<file path="config.mk">
export PLATFORM = sky130hd
export DESIGN_NAME = branch_resolve_queue
export DESIGN_NICKNAME = d
export VERILOG_FILES = /design/src/rtl/branch_resolve_queue.sv
export SDC_FILE = /design/constraint.sdc
export NUM_CORES = 1
export LEC_CHECK = 0
export ABC_AREA = 0
export ABC_CLOCK_PERIOD_IN_PS = 2900
export BUFFER_PORTS_ARGS = -buffer_cell sky130_fd_sc_hd__clkbuf_2
export CAP_MARGIN = 20
export CELL_PAD_IN_SITES_DETAIL_PLACEMENT = 1
export CELL_PAD_IN_SITES_GLOBAL_PLACEMENT = 1
export CORE_ASPECT_RATIO = 1.75
export CORE_MARGIN = 10
export CORE_UTILIZATION = 44
export DETAILED_ROUTE_END_ITERATION = 7
export PLACE_DENSITY = 0.78
export SLEW_MARGIN = 20
export SYNTH_ARGS = -nofsm -noshare
export SYNTH_HDL_FRONTEND = slang
export SYNTH_SLANG_ARGS = --single-unit
</file>
<file path="constraint.sdc">
create_clock -name clk -period 2.9 [get_ports clk]
set_input_delay 0.435 -clock clk [delete_from_list [all_inputs] [get_ports clk]]
set_output_delay 0.435 -clock clk [all_outputs]
set_load 0.02 [all_outputs]
</file>
<file path="src/rtl/branch_resolve_queue.sv">
// branch_resolve_queue: in-order queue of branch predictions that resolves outcomes, flags mispredicts with a flush, and updates the predictor.
module branch_resolve_queue #(
  parameter int DEPTH = 4,
  parameter int IDX_W = 4,
  parameter int CNT_W = 8
) (
  input  logic             clk,
  input  logic             rst,
  input  logic             pred_valid,
  input  logic             pred_dir,
  input  logic [IDX_W-1:0] pred_idx,
  output logic             pred_ready,
  input  logic             res_valid,
  input  logic             res_taken,
  output logic             upd_valid,
  output logic [IDX_W-1:0] upd_idx,
  output logic             upd_taken,
  output logic             mispredict,
  output logic             empty,
  output logic             full,
  output logic             res_err,
  output logic [CNT_W-1:0] total_cnt,
  output logic [CNT_W-1:0] miss_cnt
);
  localparam int PW = $clog2(DEPTH);
  localparam logic [PW:0] DCNT = (PW+1)'(DEPTH);
  typedef enum logic [1:0] {s_empty, s_partial, s_full} state_t;
  state_t state, state_nxt;
  logic [PW-1:0] rd_ptr, wr_ptr;
  logic [PW:0] count, count_nxt;
  logic dir_q [DEPTH];
  logic [IDX_W-1:0] idx_q [DEPTH];
  logic push, pop, miss;
  assign empty = state == s_empty;
  assign full = state == s_full;
  assign pred_ready = ~full;
  assign push = pred_valid & ~full;
  assign pop = res_valid & ~empty;
  assign miss = pop & (dir_q[rd_ptr] != res_taken);
  always_comb begin
    count_nxt = miss ? '0 : count + (PW+1)'(push) - (PW+1)'(pop);
    state_nxt = count_nxt == '0 ? s_empty : count_nxt == DCNT ? s_full : s_partial;
  end
  always_ff @(posedge clk) begin
    if (push && !miss) begin
      dir_q[wr_ptr] <= pred_dir;
      idx_q[wr_ptr] <= pred_idx;
    end
  end
  // A mispredict squashes everything younger, including a same-cycle push.
  always_ff @(posedge clk) begin
    if (rst) begin
      state <= s_empty;
      rd_ptr <= '0;
      wr_ptr <= '0;
      count <= '0;
      upd_valid <= 1'b0;
      upd_idx <= '0;
      upd_taken <= 1'b0;
      mispredict <= 1'b0;
      res_err <= 1'b0;
      total_cnt <= '0;
      miss_cnt <= '0;
    end else begin
      state <= state_nxt;
      count <= count_nxt;
      if (miss) rd_ptr <= wr_ptr;
      else begin
        if (push) wr_ptr <= wr_ptr + PW'(1);
        if (pop) rd_ptr <= rd_ptr + PW'(1);
      end
      upd_valid <= pop;
      mispredict <= miss;
      if (pop) begin
        upd_idx <= idx_q[rd_ptr];
        upd_taken <= res_taken;
      end
      if (res_valid && empty) res_err <= 1'b1;
      if (pop && ~&total_cnt) total_cnt <= total_cnt + CNT_W'(1);
      if (miss && ~&miss_cnt) miss_cnt <= miss_cnt + CNT_W'(1);
    end
  end
endmodule

</file>
; ---- Word level (Yosys, flattened, before mapping)
; Memory sizes are Yosys's and may differ from the RTL's. A register that Yosys moved wholly into a read port is not among the register bits.
; Index checks and enable logic that the tools add are counted.
[totals]
ram_bits = 20
register_bits = 29
mem_count = 2
inputBits = 10
[classes]
mux = 8
n_reduce_logical = 14
eq_ne = 3
n_addsub = 6
bitwise = 6
[mem_list]
columns = memory, words, word_bits, read_ports, rd_clocked_by_memory_dff, wr, line
row1 = idx_q, 4, 4, 1, 1, 1, 32  ; logic [IDX_W-1:0] idx_q [DEPTH];
row2 = dir_q, 4, 1, 1, 1, 1, 31  ; logic dir_q [DEPTH];
[op_table]
columns = op, n
row1 = "adder 8 x 1 -> 8 bit, second input constant", 2
row2 = AND reduction 8 bit, 2
row3 = two-way mux 2 bit, 5
row4 = "adder 2 x 1 -> 2 bit, second input constant", 2
row5 = logical AND 1 bit, 4
row6 = adder 3 x 1 -> 3 bit, 1
row7 = AND 1 bit, 3
row8 = "equality test 3 bit, second input constant", 1
row9 = zero test 1 bit, 3
row10 = zero test 3 bit, 1
row11 = two-way mux 3 bit, 1
row12 = NOT 1 bit, 3
row13 = subtractor 3 x 1 -> 3 bit, 1
row14 = "equality test 2 bit, second input constant", 1
row15 = zero test 2 bit, 1
row16 = two-way mux 1 bit, 2
row17 = AND reduction 2 bit, 1
row18 = nonzero test 2 bit, 1
row19 = OR reduction 2 bit, 1
row20 = inequality test 1 bit, 1

; ---- Depth between registers and ports, before layout
; Gate-level depths: netlist of the first run.
[logic_depth]
ltp_word = 8
mapped_depth = 11
ltp_nobuf = 10

; ---- Worst setup path after synthesis of the first run
; Ideal clock, no wire load.
[synth_timing]
path_kind = register to register
startpoint = reg state[1]
endpoint = reg state[1]
stages_incl_launch_ff = 12
setup_time_ns = 0.127
n_path_buf = 1
path_slack_ns = 0.550
synth_period_minus_slack_ns = 2.350
arrival_ns = 2.223
cell_sequence = dfxtp_1 o21ai_2 inv_1 buf_4 ha_1 inv_1 ha_1 inv_1 fa_1 xor2_1 xnor2_1 nor4b_4
[synth_lines]
columns = item, line
row1 = "start, declared", 28  ; state_t state, state_nxt;
row2 = "start signal, assigned", 53  ; state <= s_empty;
row3 = "start signal, assigned", 65  ; state <= state_nxt;
row4 = zero test 2 bit *, 34  ; assign empty = state == s_empty;
row5 = NOT 1 bit *, 38  ; assign pop = res_valid & ~empty;
row6 = AND 1 bit *, 38
row7 = named net pop, 33  ; logic push, pop, miss;
row8 = subtractor 3 x 1 -> 3 bit / AND 1 bit (equally long branches), "41, 39"
row9 = two-way mux 3 bit *, 41  ; count_nxt = miss ? '0 : count + (PW+1)'(push) - (PW+1)'(pop);
row10 = equality test 3 bit / zero test 3 bit (equally long branches), 42  ; state_nxt = count_nxt == '0 ? s_empty : count_nxt == DCNT ? s_full : s_partial;
row11 = two-way mux 2 bit / OR reduction 2 bit (equally long branches), --
; The timed path passes the listed nets; every way through them passes the cells marked *.
; A chain may end at the register's enable or synchronous reset.

; ---- Worst setup path after layout of the first run
[layout_timing]
startpoint = reg state[0]
endpoint = reg count[2]
[layout_via]
elab_chain_cells = 6
[layout_rtl]
columns = item, line
row1 = equality test 2 bit, 35  ; assign full = state == s_full;
row2 = NOT 1 bit, 37  ; assign push = pred_valid & ~full;
row3 = AND 1 bit, 37
row4 = adder 3 x 1 -> 3 bit, 41
row5 = subtractor 3 x 1 -> 3 bit, 41
row6 = two-way mux 3 bit *, 41
row7 = "end signal, assigned", 66  ; count <= count_nxt;
row8 = "end, declared", 30  ; logic [PW:0] count, count_nxt;
; Every way passes the cells marked *; elsewhere a longest branch is shown, timed or not.

==> flow_summary.json, run 1 <==
{
  "clk_path_buf_depth": 2,
  "hpwl_um": 3866,
  "end_kind": "flop",
  "grt_pass1_vias": 1844,
  "clk_pin_slew_worst_paths_ns": 0.10,
  "rsz0062_at_grt": "no",
  "post_drt_wl_per_cell_um": 15.90,
  "drt_iter0_markers": 82,
  "antenna_left": 0,
  "vias": 1770,
  "grt.overflow.total": 0,
  "layout.cells.non_filler": 325,
  "status": "finished clean",
  "reg2reg_depth": 10,
  "holdBufCountCts": 0,
  "startpoint_type": "flop",
  "drive_gt1_frac": 0.2351,
  "relSlewSlack": 0.5192,
  "layout_common_cells": "clkbuf_2, dfxtp_1, edfxtp_1, nand2_1, nor2_1",
  "fillCellCount": 593,
  "ys_warn_count": 0,
  "synth_cell_types": 47,
  "fp.dieH_um": 118.0,
  "num_antenna_cells": 0,
  "syn_avg_cell_area_um2": 11.38,
  "die-area_um2": 8961,
  "timing.setup.tns_ns": 0,
  "fmax_mhz": 431.8,
  "io-pin-count": 37,
  "slew_violations": 0,
  "reg2reg_slack_ns": 0.58,
  "clock-sinks": 55,
  "drc_errors": 0,
  "routed_via_density": 5.446,
  "final.period_utilization": 0.7986,
  "clock_skew_ns": 0.005928,
  "max_cap_viol_count": 0,
  "rr_endpoint": "count[2]$_SDFF_PP0_",
  "final_common_cell": "clkbuf_2",
  "core_area_um2": 5299,
  "holdWs_ns": 0.3459,
  "worst_slew_pin_slew_ns": 0.7177,
  "gp_congestion": 0.8029,
  "crit_fanout": 5,
  "ys_ff_latch": 55,
  "crit_end": "count[2]$_SDFF_PP0_",
  "cts.htree.levels": 2,
  "leakage_nw": 1.021,
  "grt_pass1_wl_um": 8901,
  "cts_root_buffer": "clkbuf_8",
  "hold_class": "primary input to flop",
  "synth-main-ff-cell": "dfxtp_1",
  "ir_worst_vdd_mv": 0.4681,
  "synth_edf_count": 20,
  "finish.net_count": 269,
  "syn-num-nets": 231,
  "cts-resized-gates": 0,
  "p_per_area_nw_per_um2": 794.1,
  "cts_setup_buffers": 0,
  "clk_latency_ns": 0.31,
  "critPathLaunch": "state[0]$_SDFF_PP0_",
  "worst_ep_arrival_time_ns": 2.51,
  "grt_antenna_before_repair": 0,
  "syn_to_final_growth_pct": 13.74,
  "crit_type": "flop to flop",
  "portBuffers": 36,
  "dpl.cell_count": 317,
  "fp.dieW_um": 75.97,
  "initial_utilization": 0.4553,
  "cp_data_required_time_ns": 3.09,
  "cts_tree": "done",
  "timing.rr.start": "state[0]$_SDFF_PP0_",
  "syn_inst": 212,
  "firstDrtPassIters": 4,
  "ys_async_sr_fraction": 0,
  "wirelength_um": 5166,
  "fin_crit_ns": 2.316,
  "setup_viol": 0,
  "ys_seq_area_frac": 0.5394,
  "synthesis.area_um2": 2412,
  "cts_inserted_buffers": 5,
  "grt_start_max_net_pins": 28,
  "hold_viol": 0,
  "grt_usage": 0.1201,
  "rows": 35
}
-- metrics by stage --
stage / worst slack (ns) / instance area, um2 / total power [mW] / utilization
floorplan: 0.5499 / 2412 / 1.587 / -
CTS: 0.5503 / 2744 / 2.210 / 0.5178
finish: 0.5842 / 2744 / 2.179 / 0.5178
global placement: 0.7255 / 2651 / 1.744 / 0.5004
global route: 0.3670 / 2744 / 2.333 / 0.5178
detailed placement: 0.6099 / 2651 / 1.772 / 0.5004
-- worst max-delay path, stage by stage (launching register included) --
cell and delay [ns]:
dfxtp_1 0.38, nand2b_1 0.21, nand2_1 0.15, ha_1 0.30, inv_1 0.06, ha_1 0.15, inv_1 0.06, fa_1 0.37
xor2_1 0.16, xnor2_1 0.28, nor3_1 0.09
-- Yosys cell counts (all sizes together), types with 2 or more instances --
cell type	number	area (um2)
dfxtp	35	700.7
nor4b	4	50.05
buf	7	52.54
o311ai	2	17.52
a31oi	7	43.79
o31ai	2	15.01
edfxtp	20	600.6
nor4	4	25.02
xor2	4	42.55
a21oi	10	50.05
nand3	9	45.04
mux2	2	22.52
nand2	18	67.56
nor3b	2	15.01
ha	8	100.1
nor2b	4	25.02
nand4	6	37.54
nand2b	2	12.51
xnor2	4	42.55
and4	2	17.52
o21ai	3	18.77
and2	4	25.02
inv	7	26.28
nor3	7	35.03
nor2	17	71.32
mux4	5	112.6
a311oi	3	26.28
or4	2	15.01
-- kinds of logic after synthesis --
| kind of cell | synth area share |
|---|---|
| AO/OA/AOI/OAI | 0.09129 |
| XOR/XNOR | 0.03528 |
| adder cells (fa/ha/maj) | 0.04979 |
| buffers and inverters | 0.03578 |
| flip-flops | 0.5394 |
| multiplexers | 0.06017 |
| AND/OR/NAND/NOR | 0.1883 |
-- state kept, by name (all words and copies together), names as in the netlist, named ones only --
signal	flops
state	2
dir_q	4
miss_cnt	8
wr_ptr	2
mispredict	1
res_err	1
upd_valid	1
upd_idx	4
idx_q	16
rd_ptr	2
total_cnt	8
upd_taken	1
count	3
-- worst min-delay path by stage --
stage / slack [ns] / to / start / cells past startpoint
floorplan: 0.52 / wr_ptr[0]$_SDFFE_PP0P_ / wr_ptr[0]$_SDFFE_PP0P_ / 2
global placement: 0.44 / upd_idx[1]$_SDFFE_PP0P_ / upd_idx[1]$_SDFFE_PP0P_ / 2
detailed placement: 0.45 / upd_idx[2]$_SDFFE_PP0P_ / upd_idx[2]$_SDFFE_PP0P_ / 2
CTS: 0.34 / idx_q[2][1]$_DFFE_PP_ / pred_idx[1] / 1
global route: 0.33 / idx_q[3][0]$_DFFE_PP_ / pred_idx[0] / 1
finish: 0.35 / idx_q[3][0]$_DFFE_PP_ / pred_idx[0] / 1
-- final cells by class --
type / count / area [um2] / area share
sequential: 55 / 1301 / 0.4742
multi-input combinational: 141 / 1025 / 0.3735
timing repair buffer: 39 / 202.7 / 0.07387
tap: 74 / 92.59 / 0.03374
clock buffer: 5 / 68.82 / 0.02508
inverter: 8 / 30.03 / 0.01094
clock inverter: 3 / 23.77 / 0.008664
-- where the power goes --
part / internal, mW / total [mW] / switching, mW / leakage [nW]
registers: 0.945 / 1.04 / 0.0941 / 0.468
logic: 0.271 / 0.705 / 0.434 / 0.511
clock network: 0.174 / 0.435 / 0.261 / 0.0422
-- routing by layer --
layer	part of all wire	vias up	wire length (um)	global-route usage
li1	-	862	-	-
met1	0.39	878	2023	0.1159
met2	0.56	24	2876	0.2261
met3	0.030	6	157	0.03135
met4	0.021	0	108	0.05595
met5	0	-	0	0
(Power assumes the default switching activity.)
==> run 2, diff against run 1 <==
Settings changed: ABC_CLOCK_PERIOD_IN_PS 2900 to 2350.
Clock period 2.9 ns to 2.35 ns, I/O delays scaled along.
==> flow_summary.json, run 2 (synthesized netlist as in run 1, its figures left out) <==
{
  "gp_congestion": 0.8299,
  "layout.cells.non_filler": 329,
  "cpPeakStageDelay_ns": 0.42,
  "reg2reg_depth": 10,
  "core_area_um2": 5299,
  "seq_power_share": 0.465,
  "reg.largest.list": "idx_q (16), miss_cnt (8), total_cnt (8)",
  "num_antenna_cells": 0,
  "status": "finished clean",
  "holdPathEnd": "idx_q[1][3]$_DFFE_PP_",
  "drc_errors": 0,
  "leakage_nw": 1.048,
  "fillCellCount": 598,
  "power_switching_share": 0.3653,
  "rows": 35,
  "vias": 1789,
  "clk_latency_ns": 0.31,
  "end_kind": "flop",
  "rsz0062_at_grt": "no",
  "cts_root_buffer": "clkbuf_8",
  "drive_gt1_frac": 0.2588,
  "path_cells": "nand2b_1 -> nand2_1 -> ha_1 -> inv_1 -> ha_1 -> inv_1 -> fa_1 -> xor2_2 -> xnor2_2 -> nor4b_4",
  "largest_reg_flops": 16,
  "holdBufCountCts": 0,
  "timing.setup.tns_ns": 0,
  "max_cap_viol_count": 0,
  "clk_pin_slew_worst_paths_ns": 0.10,
  "fin_crit_ns": 2.230,
  "syn_to_final_growth_pct": 15.92,
  "timing.rr.start": "state[1]$_SDFF_PP0_",
  "wirelength_um": 5431,
  "p_int_mw": 1.765,
  "crit_type": "flop to flop",
  "io-pin-count": 37,
  "cts_setup_buffers": 0,
  "fmax_mhz": 448.4,
  "top_register": "idx_q",
  "initial_utilization": 0.4553,
  "power_frac_clock": 0.192,
  "cts.htree.levels": 2,
  "hold_depth": 1,
  "crit_fanout": 5,
  "fp.dieH_um": 118.0,
  "routed_via_density": 5.438,
  "relSlewSlack": 0.5828,
  "worst_ep_arrival_time_ns": 2.45,
  "grt_start_max_net_pins": 27,
  "p_sw_mw": 1.016,
  "grt_pass1_wl_um": 8997,
  "multi_input_area_um2": 1047,
  "p_per_area_nw_per_um2": 994.3,
  "final.period_utilization": 0.9491,
  "portBuffers": 36,
  "fp.dieW_um": 75.97,
  "cts_inserted_buffers": 5,
  "grt.overflow.total": 0,
  "startpoint_type": "flop",
  "rr_endpoint": "state[1]$_SDFF_PP0_",
  "placed_area_um2": 2689,
  "finalInstanceArea_um2": 2796,
  "hold_viol": 0,
  "seq_area_um2": 1303,
  "hpwl_um": 4118,
  "final_common_cell": "clkbuf_2",
  "dpl.cell_count": 321,
  "cp_data_required_time_ns": 2.57,
  "hold_class": "primary input to flop",
  "combPwrFrac": 0.342,
  "cts_tree": "done",
  "worst_slew_pin_slew_ns": 0.6228,
  "worstHoldStart": "pred_idx[3]",
  "clk_path_buf_depth": 2,
  "ir_worst_vdd_mv": 0.4748,
  "die-area_um2": 8961,
  "post_drt_wl_per_cell_um": 16.51,
  "antenna_left": 0,
  "reg2reg_slack_ns": 0.12,
  "crit_buf_inv": 2,
  "grt_pass1_vias": 1840,
  "firstDrtPassIters": 5,
  "clock_skew_ns": 0.01202,
  "layout_common_cells": "clkbuf_2, dfxtp_1, edfxtp_1, nand2_1, nor2_1",
  "slew_violations": 0,
  "clock-sinks": 55,
  "drt_iter0_markers": 104,
  "grt_usage": 0.1194,
  "slowest_stage": "dfxtp_1",
  "setup_viol": 0,
  "path_delay_family": "adder cells",
  "grt_antenna_before_repair": 0,
  "finish.net_count": 273
}
==> run 2: cell types whose count changed in the layout (fill, tap and decap cells not counted), sizes merged <==
| cell | before | now |
|---|---|---|
| clkinvlp | 2 | 1 |
| buf | 3 | 7 |
| clkinv | 1 | 2 |
==> run 2: per-layer routing <==
metal	up-vias	track usage	part of all wire
met5	-	0	0
met4	0	0.04167	0.012
met3	6	0.02446	0.024
met2	31	0.2261	0.55
met1	881	0.1236	0.41
li1	871	-	-
==> run 2: worst max-delay path by stage <==
stage / start / endpoint / slack, ns / cells past startpoint
6_report: state[1]$_SDFF_PP0_ / state[1]$_SDFF_PP0_ / 0.12 / 10
2_1_floorplan: state[1]$_SDFF_PP0_ / state[1]$_SDFF_PP0_ / 0.03 / 11
3_3_place_gp: state[0]$_SDFF_PP0_ / count[2]$_SDFF_PP0_ / 0.20 / 10
5_1_grt: state[1]$_SDFF_PP0_ / state[1]$_SDFF_PP0_ / 0.01 / 10
3_5_place_dp: state[0]$_SDFF_PP0_ / count[2]$_SDFF_PP0_ / 0.10 / 10
4_1_cts: state[0]$_SDFF_PP0_ / count[2]$_SDFF_PP0_ / 0.07 / 10
==> run 2: timing repair <==
item                       in CTS  in global routing
hold endpoints to repair        0                  0
resized for setup               0                  3
setup endpoints to repair       0                  2
==> run 2: through the flow <==
step	total power, mW	worst slack (ns)	util	hold slack (ns)
4_1_cts	2.784	0.07458	0.5247	0.2561
2_1_floorplan	1.967	0.02908	-	0.4514
5_1_grt	2.951	0.01214	0.5277	0.2541
3_3_place_gp	2.203	0.1955	0.5074	0.4415
3_5_place_dp	2.251	0.1037	0.5074	0.4566
6_report	2.780	0.1197	0.5277	0.2598
==> run 2: worst register-to-register path: cells and delay by family, from the launching register on <==
kind / cells / cell delay (ns)
simple gates: 3 / 0.47
xor+xnor: 2 / 0.35
buf+inv: 2 / 0.12
flops: 1 / 0.42
fa+ha+maj: 3 / 0.79
==> run 2: area by class of cell <==
class | count | area share
Clock inverter | 3 | 0.008054
Clock buffer | 5 | 0.02461
Multi-Input combinational cell | 141 | 0.3745
Tap cell | 74 | 0.03311
Sequential cell | 55 | 0.4658
Inverter | 8 | 0.01074
Timing Repair Buffer | 43 | 0.08322
==> run 2: power groups by stage <==
| stage | sequential, mW | clock (mW) | combinational, mW |
|---|---|---|---|
| 6_report | 1.29 | 0.535 | 0.952 |
| 3_3_place_gp | 1.30 | 0 | 0.900 |
| 5_1_grt | 1.32 | 0.584 | 1.05 |
| 3_5_place_dp | 1.31 | 0 | 0.936 |
| 2_1_floorplan | 1.32 | 0 | 0.644 |
| 4_1_cts | 1.29 | 0.545 | 0.946 |
==> run 3, diff against run 2 <==
Settings changed: CORE_UTILIZATION 44 to 30, PLACE_DENSITY 0.78 to 0.57.
==> flow_summary.json, run 3 (synthesized netlist as in run 1, its figures left out) <==
{
  "status": "finished clean",
  "ir_worst_vdd_mv": 0.4325,
  "relSlewSlack": 0.6692,
  "grt_start_max_net_pins": 27,
  "drive_gt1_frac": 0.2500,
  "finalInstanceArea_um2": 2864,
  "startpoint_type": "flop",
  "crit_fanout": 3,
  "clk_path_buf_depth": 2,
  "rsz0062_at_grt": "no",
  "top_register": "idx_q",
  "cts_root_buffer": "clkbuf_16",
  "combPwrFrac": 0.312,
  "multi_input_area_um2": 1032,
  "slew_violations": 0,
  "dpl.cell_count": 338,
  "cp_data_required_time_ns": 2.52,
  "clk_pin_slew_worst_paths_ns": 0.07,
  "cts-resized-gates": 0,
  "hpwl_um": 4291,
  "holdBufCountCts": 0,
  "fp.dieW_um": 87.79,
  "power_switching_share": 0.3467,
  "power_frac_clock": 0.255,
  "syn_to_final_growth_pct": 18.72,
  "hold_viol": 0,
  "crit_type": "flop to flop",
  "utilization": 0.3621,
  "power_mw": 2.969,
  "p_per_area_nw_per_um2": 1037,
  "firstDrtPassIters": 6,
  "routed_via_density": 5.168,
  "seq_power_share": 0.433,
  "vias": 1788,
  "final.period_utilization": 0.9162,
  "grt_antenna_before_repair": 0,
  "grt_pass1_vias": 1925,
  "setup_viol": 0,
  "cts_setup_buffers": 0,
  "placed_area_um2": 2716,
  "core_area_um2": 7909,
  "p_sw_mw": 1.029,
  "timing.setup.tns_ns": 0,
  "fin_crit_ns": 2.153,
  "drc_errors": 0,
  "hold_class": "primary input to flop",
  "holdWs_ns": 0.2801,
  "max_cap_viol_count": 0,
  "fp.dieH_um": 138.6,
  "rows": 43,
  "die-area_um2": 12170,
  "num_antenna_cells": 0,
  "leakage_nw": 1.074,
  "gp_congestion": 0.7278,
  "initial_utilization": 0.3050,
  "layout_common_cells": "clkbuf_2, dfxtp_1, edfxtp_1, nand2_1, nor2_1",
  "worst_slack_ns": 0.1969,
  "clk_latency_ns": 0.30,
  "cts_inserted_buffers": 5,
  "fmax_mhz": 464.5,
  "portBuffers": 36,
  "grt_pass1_wl_um": 9556,
  "cts_tree": "done",
  "worst_ep_arrival_time_ns": 2.33,
  "cts.htree.levels": 2,
  "seq_area_um2": 1301,
  "antenna_left": 0,
  "reg.largest.list": "idx_q (16), miss_cnt (8), total_cnt (8)",
  "clock-sinks": 55,
  "worst_slew_pin_slew_ns": 0.4937,
  "p_int_mw": 1.939,
  "fillCellCount": 896,
  "wirelength_um": 5636,
  "grt_usage": 0.09767,
  "largest_reg_flops": 16,
  "post_drt_wl_per_cell_um": 16.29,
  "clock_skew_ns": 0.006484,
  "grt.overflow.total": 0,
  "drt_iter0_markers": 48,
  "layout.cells.non_filler": 346,
  "io-pin-count": 37,
  "finish.net_count": 274,
  "final_common_cell": "clkbuf_2",
  "pre_cts_slack_ns": 0.1894,
  "end_kind": "flop"
}
-- run 3: worst max-delay path, cell delays in order, from the launching register on --
cell and delay [ns]:
dfxtp_1 0.39, nand2b_1 0.15, nand2_1 0.08, ha_1 0.27, inv_1 0.05, ha_1 0.13, inv_1 0.05, fa_1 0.37
xor2_1 0.16, xnor2_1 0.31, nor3_1 0.07
-- run 3: power by group through the flow --
| stage | Clock (mW) | Combinational (mW) | Sequential, mW |
|---|---|---|---|
| global route | 0.815 | 1.04 | 1.31 |
| CTS | 0.777 | 0.949 | 1.29 |
| global placement | 0 | 0.931 | 1.31 |
| detailed placement | 0 | 0.945 | 1.31 |
| finish | 0.757 | 0.925 | 1.29 |
| floorplan | 0 | 0.644 | 1.32 |
-- run 3: final timing paths --
kind                     startpoint                     end  cells past startpoint  slack [ns]
min                     pred_idx[0]   idx_q[2][0]$_DFFE_PP_                      1        0.28
max reg2reg     state[0]$_SDFF_PP0_     count[2]$_SDFF_PP0_                     10        0.20
max             state[0]$_SDFF_PP0_     count[2]$_SDFF_PP0_                     10        0.20
min reg2reg  upd_taken$_SDFFE_PP0P_  upd_taken$_SDFFE_PP0P_                      2        0.46
-- run 3: layer usage --
| metal | up-vias | GRT usage | wire length, um | part of all wire |
|---|---|---|---|---|
| met1 | 886 | 0.1006 | 2205 | 0.39 |
| met5 | - | 0 | 0 | 0 |
| met2 | 23 | 0.1762 | 3089 | 0.55 |
| met4 | 0 | 0.04132 | 112 | 0.020 |
| met3 | 9 | 0.02471 | 230 | 0.041 |
| li1 | 870 | - | - | - |
-- run 3: cell type report --
cell class                 instances  share of cell area
clock inverter                     3            0.007864
timing repair buffer              44             0.08388
sequential                        55              0.4543
multi-input combinational        141              0.3604
inverter                           8             0.01048
tap                               90             0.03932
clock buffer                       5             0.04369
